### config.mk
export PLATFORM = sky130hd
export DESIGN_NAME = mm3_stage_sequencer_flat
export DESIGN_NICKNAME = d
export VERILOG_FILES = /design/src/rtl/mm3_stage_sequencer_if.sv /design/src/rtl/mm3_stage_sequencer.sv /design/src/flat_wrapper.sv
export SDC_FILE = /design/constraint.sdc
export NUM_CORES = 1
export LEC_CHECK = 0
export CAP_MARGIN = 25
export CORE_UTILIZATION = 58
export CTS_BUF_LIST = sky130_fd_sc_hd__clkbuf_16
export DETAILED_ROUTE_END_ITERATION = 12
export GPL_ROUTABILITY_DRIVEN = 0
export GPL_TIMING_DRIVEN = 1
export PLACE_DENSITY_LB_ADDON = 0.05
export SLEW_MARGIN = 20
export SYNTH_ARGS = -nofsm -noshare
export SYNTH_HDL_FRONTEND = slang
export SYNTH_SLANG_ARGS = --single-unit
export TNS_END_PERCENT = 20
### constraint.sdc
create_clock -name ap_clk -period 2.4 [get_ports ap_clk]
set_input_delay 0.48 -clock ap_clk [delete_from_list [all_inputs] [get_ports ap_clk]]
set_output_delay 0.48 -clock ap_clk [all_outputs]
set_load 0.005 [all_outputs]
### src/rtl/mm3_stage_sequencer_if.sv
// Host-side and child-side handshake bundle for the mm3 stage sequencer.
// The sequencer uses the slave view; the host (or bench) uses the master
// view.
// The master drives ap_start, the child ready/done lines and the readback
// select.
interface mm3_stage_sequencer_if #(
    parameter int NUM_STAGES = 3,
    parameter int CNT_W      = 32,
    parameter int SEL_W      = 2
);
    logic                  ap_start;
    logic                  ap_done;
    logic                  ap_ready;
    logic                  ap_idle;
    logic [NUM_STAGES-1:0] stage_start;
    logic [NUM_STAGES-1:0] stage_ready;
    logic [NUM_STAGES-1:0] stage_done;
    logic [SEL_W-1:0]      rd_sel;
    logic [CNT_W-1:0]      rd_cycles;
    logic                  err_sticky;

    modport master (
        output ap_start, stage_ready, stage_done, rd_sel,
        input  ap_done, ap_ready, ap_idle, stage_start, rd_cycles, err_sticky
    );

    modport slave (
        input  ap_start, stage_ready, stage_done, rd_sel,
        output ap_done, ap_ready, ap_idle, stage_start, rd_cycles, err_sticky
    );
endinterface

### src/rtl/mm3_stage_sequencer.sv
// Top-level control FSM for the mm3 kernel.
// It launches the three matrix-product loop modules one after another:
// E=A*B, then F=C*D, then G=E*F.
// Each child is driven through its start/ready/done handshake.
// The start-to-done latency of every stage is kept for readback.
// Protocol violations by the children are flagged in a sticky error bit.
module mm3_stage_sequencer #(
    parameter int NUM_STAGES = 3,
    parameter int CNT_W      = 32,
    parameter int SEL_W      = 2
) (
    input  logic                        ap_clk,
    input  logic                        ap_rst,
    mm3_stage_sequencer_if.slave        bus
);
    localparam int IDX_W = (NUM_STAGES > 1) ? $clog2(NUM_STAGES) : 1;
    localparam logic [IDX_W-1:0] LAST    = IDX_W'(NUM_STAGES - 1);
    localparam logic [CNT_W-1:0] CNT_MAX = '1;

    typedef enum logic [1:0] {
        IDLE   = 2'd0,
        LAUNCH = 2'd1,
        WAIT   = 2'd2,
        FIN    = 2'd3
    } state_t;

    state_t                state, state_nxt;
    logic [IDX_W-1:0]      cur, cur_nxt;
    logic [NUM_STAGES-1:0] cur_mask;
    logic                  active;
    logic                  launch_entry;
    logic                  stage_finish;

    logic [CNT_W-1:0]      cnt;
    logic [CNT_W-1:0]      lat [NUM_STAGES];
    logic [CNT_W-1:0]      rd_val;

    logic [NUM_STAGES-1:0] pending, pending_nxt;
    logic [NUM_STAGES-1:0] stray_done, stray_ready;
    logic                  proto_err;
    logic                  err_q;

    logic [NUM_STAGES-1:0] start_q;
    logic                  done_q;
    logic                  idle_q;

    assign cur_mask = NUM_STAGES'(1) << cur;
    assign active   = (state == LAUNCH) || (state == WAIT);

    // Next-state and stage-index selection; a done seen while still launching counts as completion.
    always_comb begin
        state_nxt    = state;
        cur_nxt      = cur;
        launch_entry = 1'b0;
        stage_finish = 1'b0;
        case (state)
            IDLE: begin
                if (bus.ap_start) begin
                    cur_nxt      = '0;
                    state_nxt    = LAUNCH;
                    launch_entry = 1'b1;
                end
            end
            LAUNCH: begin
                if (|(bus.stage_done & cur_mask)) begin
                    stage_finish = 1'b1;
                end else if (|(bus.stage_ready & cur_mask)) begin
                    state_nxt = WAIT;
                end
            end
            WAIT: begin
                if (|(bus.stage_done & cur_mask)) begin
                    stage_finish = 1'b1;
                end
            end
            FIN: begin
                state_nxt = IDLE;
            end
            default: begin
                state_nxt = IDLE;
            end
        endcase
        if (stage_finish) begin
            if (cur == LAST) begin
                state_nxt = FIN;
            end else begin
                cur_nxt      = cur + 1'b1;
                state_nxt    = LAUNCH;
                launch_entry = 1'b1;
            end
        end
    end

    // Classify child handshakes that do not belong to the stage currently in flight.
    // Children orphaned by a reset may still deliver one stale response; the
    // pending mask excuses that response.
    always_comb begin
        stray_done  = bus.stage_done  & ~(active ? cur_mask : '0) & ~pending;
        stray_ready = bus.stage_ready & ~((state == LAUNCH) ? cur_mask : '0) & ~pending;
        proto_err   = (|stray_done) || (|stray_ready);
        pending_nxt = pending & ~bus.stage_done;
        if (launch_entry) begin
            pending_nxt = pending_nxt & ~(NUM_STAGES'(1) << cur_nxt);
        end
    end

    // State register and current stage index.
    always_ff @(posedge ap_clk) begin
        if (ap_rst) begin
            state <= IDLE;
            cur   <= '0;
        end else begin
            state <= state_nxt;
            cur   <= cur_nxt;
        end
    end

    // Remember which child was cut off by a reset so its late response is not flagged.
    always_ff @(posedge ap_clk) begin
        if (ap_rst) begin
            pending <= active ? cur_mask : '0;
        end else begin
            pending <= pending_nxt;
        end
    end

    // Inclusive per-stage latency counter, restarted at 1 on every launch and saturating.
    always_ff @(posedge ap_clk) begin
        if (ap_rst) begin
            cnt <= '0;
        end else if (launch_entry) begin
            cnt <= CNT_W'(1);
        end else if (active && (cnt != CNT_MAX)) begin
            cnt <= cnt + 1'b1;
        end
    end

    // Capture the counter into the finishing stage's latency slot.
    always_ff @(posedge ap_clk) begin
        if (ap_rst) begin
            for (int i = 0; i < NUM_STAGES; i++) begin
                lat[i] <= '0;
            end
        end else begin
            for (int i = 0; i < NUM_STAGES; i++) begin
                if (stage_finish && (cur == IDX_W'(i))) begin
                    lat[i] <= cnt;
                end
            end
        end
    end

    // Sticky protocol-error flag, cleared only by reset.
    always_ff @(posedge ap_clk) begin
        if (ap_rst) begin
            err_q <= 1'b0;
        end else if (proto_err) begin
            err_q <= 1'b1;
        end
    end

    // Registered handshake outputs, decoded from the upcoming state so they align with it.
    always_ff @(posedge ap_clk) begin
        if (ap_rst) begin
            start_q <= '0;
            done_q  <= 1'b0;
            idle_q  <= 1'b1;
        end else begin
            start_q <= (state_nxt == LAUNCH) ? (NUM_STAGES'(1) << cur_nxt) : '0;
            done_q  <= (state_nxt == FIN);
            idle_q  <= (state_nxt == IDLE);
        end
    end

    // Latency readback mux; out-of-range selects read as zero.
    always_comb begin
        rd_val = '0;
        for (int i = 0; i < NUM_STAGES; i++) begin
            if (bus.rd_sel == SEL_W'(i)) begin
                rd_val = lat[i];
            end
        end
    end

    assign bus.stage_start = start_q;
    assign bus.ap_done     = done_q;
    assign bus.ap_ready    = done_q;
    assign bus.ap_idle     = idle_q;
    assign bus.rd_cycles   = rd_val;
    assign bus.err_sticky  = err_q;

endmodule

### src/flat_wrapper.sv
// flat-port wrapper written by rule: the top's interface ports become plain ports
module mm3_stage_sequencer_flat 
#(
    parameter int NUM_STAGES = 3,
    parameter int CNT_W      = 32,
    parameter int SEL_W      = 2
)
  (ap_clk, ap_rst, bus_ap_start, bus_stage_ready, bus_stage_done, bus_rd_sel, bus_ap_done, bus_ap_ready, bus_ap_idle, bus_stage_start, bus_rd_cycles, bus_err_sticky);
  mm3_stage_sequencer_if #(.NUM_STAGES(NUM_STAGES), .CNT_W(CNT_W), .SEL_W(SEL_W)) bus_i ();
  input  logic ap_clk;
  input  logic ap_rst;
  input wire logic [$bits(bus_i.ap_start)-1:0] bus_ap_start;
  input wire logic [$bits(bus_i.stage_ready)-1:0] bus_stage_ready;
  input wire logic [$bits(bus_i.stage_done)-1:0] bus_stage_done;
  input wire logic [$bits(bus_i.rd_sel)-1:0] bus_rd_sel;
  output wire logic [$bits(bus_i.ap_done)-1:0] bus_ap_done;
  output wire logic [$bits(bus_i.ap_ready)-1:0] bus_ap_ready;
  output wire logic [$bits(bus_i.ap_idle)-1:0] bus_ap_idle;
  output wire logic [$bits(bus_i.stage_start)-1:0] bus_stage_start;
  output wire logic [$bits(bus_i.rd_cycles)-1:0] bus_rd_cycles;
  output wire logic [$bits(bus_i.err_sticky)-1:0] bus_err_sticky;
  assign bus_i.ap_start = bus_ap_start;
  assign bus_i.stage_ready = bus_stage_ready;
  assign bus_i.stage_done = bus_stage_done;
  assign bus_i.rd_sel = bus_rd_sel;
  assign bus_ap_done = bus_i.ap_done;
  assign bus_ap_ready = bus_i.ap_ready;
  assign bus_ap_idle = bus_i.ap_idle;
  assign bus_stage_start = bus_i.stage_start;
  assign bus_rd_cycles = bus_i.rd_cycles;
  assign bus_err_sticky = bus_i.err_sticky;
  mm3_stage_sequencer #(.NUM_STAGES(NUM_STAGES), .CNT_W(CNT_W), .SEL_W(SEL_W)) u_core (.ap_clk(ap_clk), .ap_rst(ap_rst), .bus(bus_i));
endmodule
==> results of run 1 <==
[Yosys cell counts (2+ instances only)]
cell       count  area [um2]
o21ai_0       45         225
a32oi_1        2        17.5
and4_1         5        43.8
buf_2          5        25.0
xor2_1         2        17.5
a2bb2oi_1      2        17.5
nand4_1        9        56.3
or4_1          3        22.5
o21ai_1        2        10.0
and3_1         3        18.8
ha_1           4        50.1
nand3_1       14        70.1
clkbuf_1      25        93.8
and2_1        37         231
o211ai_1       2        15.0
nor4_1         5        31.3
a21o_1         3        22.5
nand2_1       56         210
nor2_1        35         131
or2_2          4        25.0
edfxtp_1      96        2880
nor2b_1        4        25.0
mux2i_1       39         390
a31oi_1        4        25.0
dfxtp_1       45         901
xnor2_1        9        78.8
a41oi_1        2        17.5
or3_1          5        31.3
inv_1          7        26.3
a21oi_1       23         115
a22oi_1        7        52.6
a211oi_1       3        22.5
nor3_1         8        40.0
o31a_1         2        17.5
nand2b_1       8        50.1
a31o_2         4        35.0
[state kept, by name, summed over array words and instances, names as in the netlist]
| name | flops |
|---|---|
| u_core.lat | 96 |
| u_core.bus.stage_start | 3 |
| u_core.cnt | 32 |
| u_core.bus.ap_done | 1 |
| u_core.bus.err_sticky | 1 |
| u_core.cur | 2 |
| u_core.pending | 3 |
| u_core.bus.ap_idle | 1 |
| u_core.state | 2 |
[kinds of logic (layout without fill, tap and decap cells)]
kind of cell    count (synthesis)  count (layout)  synth area share, %
simple gates                  203             203                 17.0
flops                         141             141                 60.2
compound gates                113             113                 11.4
mux                            40              40                 6.39
buf+inv                        40             120                 2.69
xor+xnor                       11              11                 1.53
fa+ha+maj                       4               4                0.796
[final timing paths]
path	startpoint	end	cells past startpoint	slack (ns)
setup / recovery	bus_rd_sel[1]	bus_rd_cycles[1]	6	0.19
hold / removal	u_core.bus.err_sticky	u_core.bus.err_sticky	2	0.49
setup reg to reg	u_core.cnt[26]	u_core.cnt[5]	5	0.24
hold reg to reg	u_core.bus.err_sticky	u_core.bus.err_sticky	2	0.49
[per-layer routing]
layer / share of wire [%] / track usage, % / vias to the layer above
met2: 50 / 41.5 / 122
met3: 5.0 / 5.58 / 17
met1: 43 / 30.7 / 2160
li1: - / - / 2167
met4: 1.7 / 9.92 / 0
met5: 0 / 0 / -
[layout make-up]
class,count,area [um2]
clock buffer,17,425
tap,136,170
multi-input combinational,371,2340
clock inverter,15,156
timing repair buffer,81,761
fill,744,2750
inverter,7,26.3
sequential,141,3780
[power breakdown]
| part | switching [mW] | total [mW] | internal, mW |
|---|---|---|---|
| clock | 0.944 | 2.55 | 1.61 |
| sequential | 0.0498 | 2.78 | 2.73 |
| combinational | 0.426 | 0.758 | 0.333 |
[repair_timing]
item                                    CTS  global route
resized for setup                        33             1
pin swaps                                 0             0
hold buffers                              0             0
buffers inserted                          0             0
endpoints found under the setup margin   32             1
[worst reg2reg max path: cells and delay by family (launching register included)]
kind	cells	cell delay [ns]
AOI/OAI and AO/OA	3	0.67
and+or+nand+nor	2	0.92
DFF	1	0.49
==> summary.md, run 1 <==
| Metric | Value |
|---|---|
| Final Cell Area | `7670 um2` |
| Port Buffers | `49` |
| Most frequent cells in the layout | `edfxtp_1, nand2_1, o21ai_0, dfxtp_1, mux2i_1` |
| P_leak | `2.97 nW` |
| Overall Power | `6.09 mW` |
| Rows | `37` |
| Status | `finished, final reports clean` |
| Crit-path slowest cell | `clkdlybuf4s50_1` |
| Worst Clk Skew | `0.00987 ns` |
| Num CTS Buffers | `17` |
| Worst skew pair latency | `0.41 ns` |
| WHS | `0.488 ns` |
| Final setup margin | `0.187 ns` |
| Setup TNS Final | `0 ns` |
| Post-layout min period | `2.21 ns` |
| Place WS | `-0.136 ns` |
| Grt ovf | `0` |
| Max Clk Rate | `452 MHz` |
| Commonest non-fill, non-tap cell in the layout | `edfxtp_1` |
| Initial Utilization | `60.4%` |
| Primary FF master, synth | `edfxtp_1` |
| Via/cell ratio | `5.82` |
| Vias in the first global route | `4315` |
| Dpl hpwl | `8.31 mm` |
| Synth cell types | `59` |
| Final cell count without fillers | `768` |
| DRC Markers | `0` |
| Layout cells sized above 1 | `12.5%` |
| WL per Instance | `16.9 um` |
| Horiz. Die Dim | `106 um` |
| DRT iter0 DRCs | `305` |
| Routed WL | `12.9 mm` |
| Post-Syn Area per Cell | `11.4 um2` |
| Drt pass-1 iters | `6` |
| Routed via count | `4466` |
| CP peak stage delay | `0.48 ns` |
| Largest net degree at the start of global routing | `33` |
| Synth warn | `0` |
| Clock sink total | `141` |
| Worst slew pin tran | `0.546 ns` |
| Fin. Hold Viols | `0` |
| Peak VDD IR | `494 uV` |
| Final core utilization | `73.6%` |
| CP required | `1.92 ns` |
| Initial antenna violation count | `0` |
| Vert. Die Dim | `106 um` |
| Critical Path End Type | `primary output` |
| Register area share after synthesis | `60.2%` |
| Global-route wire length before repair | `21.1 mm` |
| Async S/R FF share, synth | `0%` |
| Core Footprint | `10400 um2` |
| Number of routed nets with antenna violations | `0` |
| Post-synth EDFFs | `96` |
| Total global-route track usage | `24.6%` |
| Htree depth | `4` |
| Die area | `11300 um2` |
| Syn Nets | `567` |
| Pins Over Slew Limit | `0` |
| Power density over cell area | `795 nW/um2` |
| Slew HR | `63.6%` |
| Top delay family on crit path | `buffers and inverters` |
| FF+latch count, synth | `141` |
| Nets | `634` |
| CTS tree | `done` |
| Max cap viols | `0` |
| I/O pin count | `50` |
| Hold Path Class | `reg2reg` |
| CP Max Fanout | `32` |
| Placed inst area | `7120 um2` |
| Clock Pin Slew Worst Setup and Hold Paths | `0.06 ns` |
| Cells after DPL | `736` |
| Post-Synthesis Cells | `552` |
| Area Overhead vs Synth | `22.0%` |
| Clock Path Buffers | `2` |
| CP Data Arrival Time | `1.73 ns` |
| Cell area after synthesis | `6290 um2` |
| Final Setup Violations | `0` |
| Setup CP Type | `in2out` |
| Ant diodes | `0` |
| RSZ-0062 raised after global routing | `false` |
| Part of the cycle the worst path needs | `92.2%` |
| CP Buf/Inv Count | `3` |
| CP Cell Sequence | `clkdlybuf4s50_1 > nor2b_4 > buf_12 > nand2_1 > o21ai_0 > dlygate4sd2_1` |
| Crit start category | `primary input` |
| Clock root cell | `clkbuf_16` |
Power figures use the tool's default switching activity.
==> inputs of run 2 (changes only) <==
SKIP_CTS_REPAIR_TIMING = 1   (was not set)
==> run 2 against run 1 <==
Net effect:
- maximum frequency grew 2.3%
- sequential power is essentially flat
- power grew 0.36%
- largest power group unchanged
- critical path type is now reg2reg
==> summary.md, run 2 (synthesized netlist as in run 1, its figures left out) <==
| Metric | Value |
|---|---|
| Top delay family on crit path | `simple AND/OR/NAND/NOR gates` |
| WL per Instance | `17.0 um (+1.0%)` |
| Crit-path slowest cell | `or4_1` |
| Status | `finished, final reports clean` |
| Clock sink total | `141 (unchanged)` |
| Dpl hpwl | `8.31 mm (unchanged)` |
| Die area | `11300 um2 (unchanged)` |
| Crit start category | `flip-flop` |
| Fill cells | `718 (-3.5%)` |
| CP Buf/Inv Count | `0 (-3)` |
| CP Max Fanout | `7 (-78%)` |
| Total global-route track usage | `24.7% (+0.081 points)` |
| Cells after DPL | `736 (unchanged)` |
| Power density over cell area | `785 nW/um2 (-1.2%)` |
| Critical Path End Type | `flip-flop` |
| Initial Utilization | `60.4% (unchanged)` |
| Place WS | `-0.136 ns (unchanged)` |
| Max cap viols | `0 (unchanged)` |
| Internal power | `4.69 mW (+0.34%)` |
| Hold-critical path depth | `2 (unchanged)` |
| Initial antenna violation count | `0 (unchanged)` |
| Switching power | `1.43 mW (+0.42%)` |
| Peak VDD IR | `493 uV (-0.21%)` |
| Final setup margin | `0.237 ns (+0.0502 ns)` |
| Reg2reg end | `u_core.cnt[5]` |
| Logic pwr share | `12.7% (+0.3 points)` |
| Net Sw Frac | `23.3% (about the same)` |
| DRC Markers | `0 (unchanged)` |
| Routed via count | `4487 (+0.47%)` |
| CTS tree | `done` |
| CP required | `2.74 ns (+0.82 ns)` |
| Power share of the clock group | `41.8% (about the same)` |
| Port Buffers | `49 (unchanged)` |
| Worst Clk Skew | `0.00578 ns (-0.00409 ns)` |
| I/O pin count | `50 (unchanged)` |
| Area Overhead vs Synth | `23.9%` |
| Setup CP Type | `reg2reg` |
| CP peak stage delay | `0.75 ns (+0.27 ns)` |
| Nets | `634 (unchanged)` |
| Pins Over Slew Limit | `0 (unchanged)` |
| Share of power burned in registers | `45.5% (about the same)` |
| Slew HR | `63.1% (-0.45 points)` |
| Part of the cycle the worst path needs | `90.1% (-2.1 points)` |
| Via/cell ratio | `5.84 (+0.47%)` |
| FF-to-FF Start | `u_core.cnt[26]` |
| DRT iter0 DRCs | `271 (-11%)` |
| Largest net degree at the start of global routing | `33 (unchanged)` |
| Grt ovf | `0 (unchanged)` |
| Num CTS Buffers | `17 (unchanged)` |
| Horiz. Die Dim | `106 um (unchanged)` |
| Final Cell Area | `7790 um2 (+1.6%)` |
| Ant diodes | `0 (unchanged)` |
| Clock root cell | `clkbuf_16` |
| CP Cell Sequence | `nand4_4 > or4_1 > o311ai_1 > o21ai_0 > a21oi_1` |
| HP Start | `u_core.bus.err_sticky` |
| Clock Pin Slew Worst Setup and Hold Paths | `0.06 ns (about the same)` |
| P_leak | `3.32 nW (+12%)` |
| Vias in the first global route | `4345 (+0.70%)` |
| Routed WL | `13.1 mm (+1.0%)` |
| Flop-to-flop setup slack | `0.24 ns (about the same)` |
| Vert. Die Dim | `106 um (unchanged)` |
| Top reg by flops | `u_core.lat` |
| Layout cells sized above 1 | `12.5% (unchanged)` |
| Global-route wire length before repair | `21.2 mm (+0.42%)` |
| Worst slew pin tran | `0.553 ns (+0.00679 ns)` |
| Max reg flops | `96 (unchanged)` |
| Most frequent cells in the layout | `edfxtp_1, nand2_1, o21ai_0, dfxtp_1, mux2i_1` |
| Drt pass-1 iters | `5 (-1)` |
| WHS | `0.487 ns (-0.000516 ns)` |
| Final Setup Violations | `0 (unchanged)` |
| Commonest non-fill, non-tap cell in the layout | `edfxtp_1` |
| Reg2reg path depth | `5 (unchanged)` |
| Fin. Hold Viols | `0 (unchanged)` |
| Top flop regs | `u_core.lat: 96 flops, u_core.cnt: 32 flops` |
| Placed inst area | `7120 um2 (unchanged)` |
| Worst skew pair latency | `0.41 ns (about the same)` |
| Clock Path Buffers | `2 (unchanged)` |
| Rows | `37 (unchanged)` |
| RSZ-0062 raised after global routing | `false` |
| Core Footprint | `10400 um2 (unchanged)` |
| CP Data Arrival Time | `2.50 ns (+0.77 ns)` |
| Number of routed nets with antenna violations | `0 (unchanged)` |
| Post-layout min period | `2.16 ns (-0.0502 ns)` |
| Final cell count without fillers | `768 (unchanged)` |
| Worst Hold End | `u_core.bus.err_sticky` |
| Hold Path Class | `reg2reg` |
| Htree depth | `4 (unchanged)` |
| Max Clk Rate | `462 MHz (+2.3%)` |
==> run 2: worst max path at each step <==
stage	startpoint	end	slack [ns]	depth (start not counted)
finish	u_core.cnt[26]	u_core.cnt[5]	0.24	5
global placement	bus_rd_sel[1]	bus_rd_cycles[1]	-0.13	6
CTS	bus_rd_sel[1]	bus_rd_cycles[1]	-0.14	6
detailed placement	bus_rd_sel[1]	bus_rd_cycles[1]	-0.14	6
global route	u_core.state[1]	u_core.cnt[27]	0.07	7
floorplan	bus_stage_done[1]	u_core.lat[0][32]	0.15	4
==> run 2: layout make-up <==
cell class | count | area, um2 | share of cell area (%)
flip-flops and latches | 141 | 3780 | 48.6
multi-input cells | 371 | 2340 | 30.1
repair buffers | 81 | 881 | 11.3
clock buffers | 17 | 425 | 5.46
well taps | 136 | 170 | 2.19
clock inverters | 15 | 156 | 2.01
inverters | 7 | 26.3 | 0.337
==> run 2: stage by stage <==
step	power [mW]	setup TNS [ns]	utilization [%]
5_1_grt	6.32	0	74.8
3_5_place_dp	3.61	-3.36	68.3
2_1_floorplan	3.24	0	-
3_3_place_gp	3.58	-2.56	68.3
6_report	6.12	0	74.8
4_1_cts	6.15	-3.56	73.9
==> run 2: power groups by stage <==
| stage | Clock [mW] | Combinational [mW] | Sequential, mW |
|---|---|---|---|
| finish | 2.56 | 0.777 | 2.78 |
| global route | 2.68 | 0.845 | 2.79 |
| CTS | 2.58 | 0.786 | 2.78 |
| detailed placement | 0 | 0.775 | 2.83 |
| global placement | 0 | 0.759 | 2.82 |
| floorplan | 0 | 0.422 | 2.82 |
==> run 2: metal layers <==
layer	vias up	GRT usage (%)	wire [um]
li1	2162	-	-
met1	2162	30.8	5580
met2	135	41.7	6540
met3	28	5.58	665
met4	0	9.92	292
met5	-	0	0
==> run 2: worst reg2reg max path, stage by stage, from the launching register on <==
cell and delay, ns:
dfxtp_1 0.50, nand4_4 0.16, or4_1 0.75, o311ai_1 0.39, o21ai_0 0.13, a21oi_1 0.15
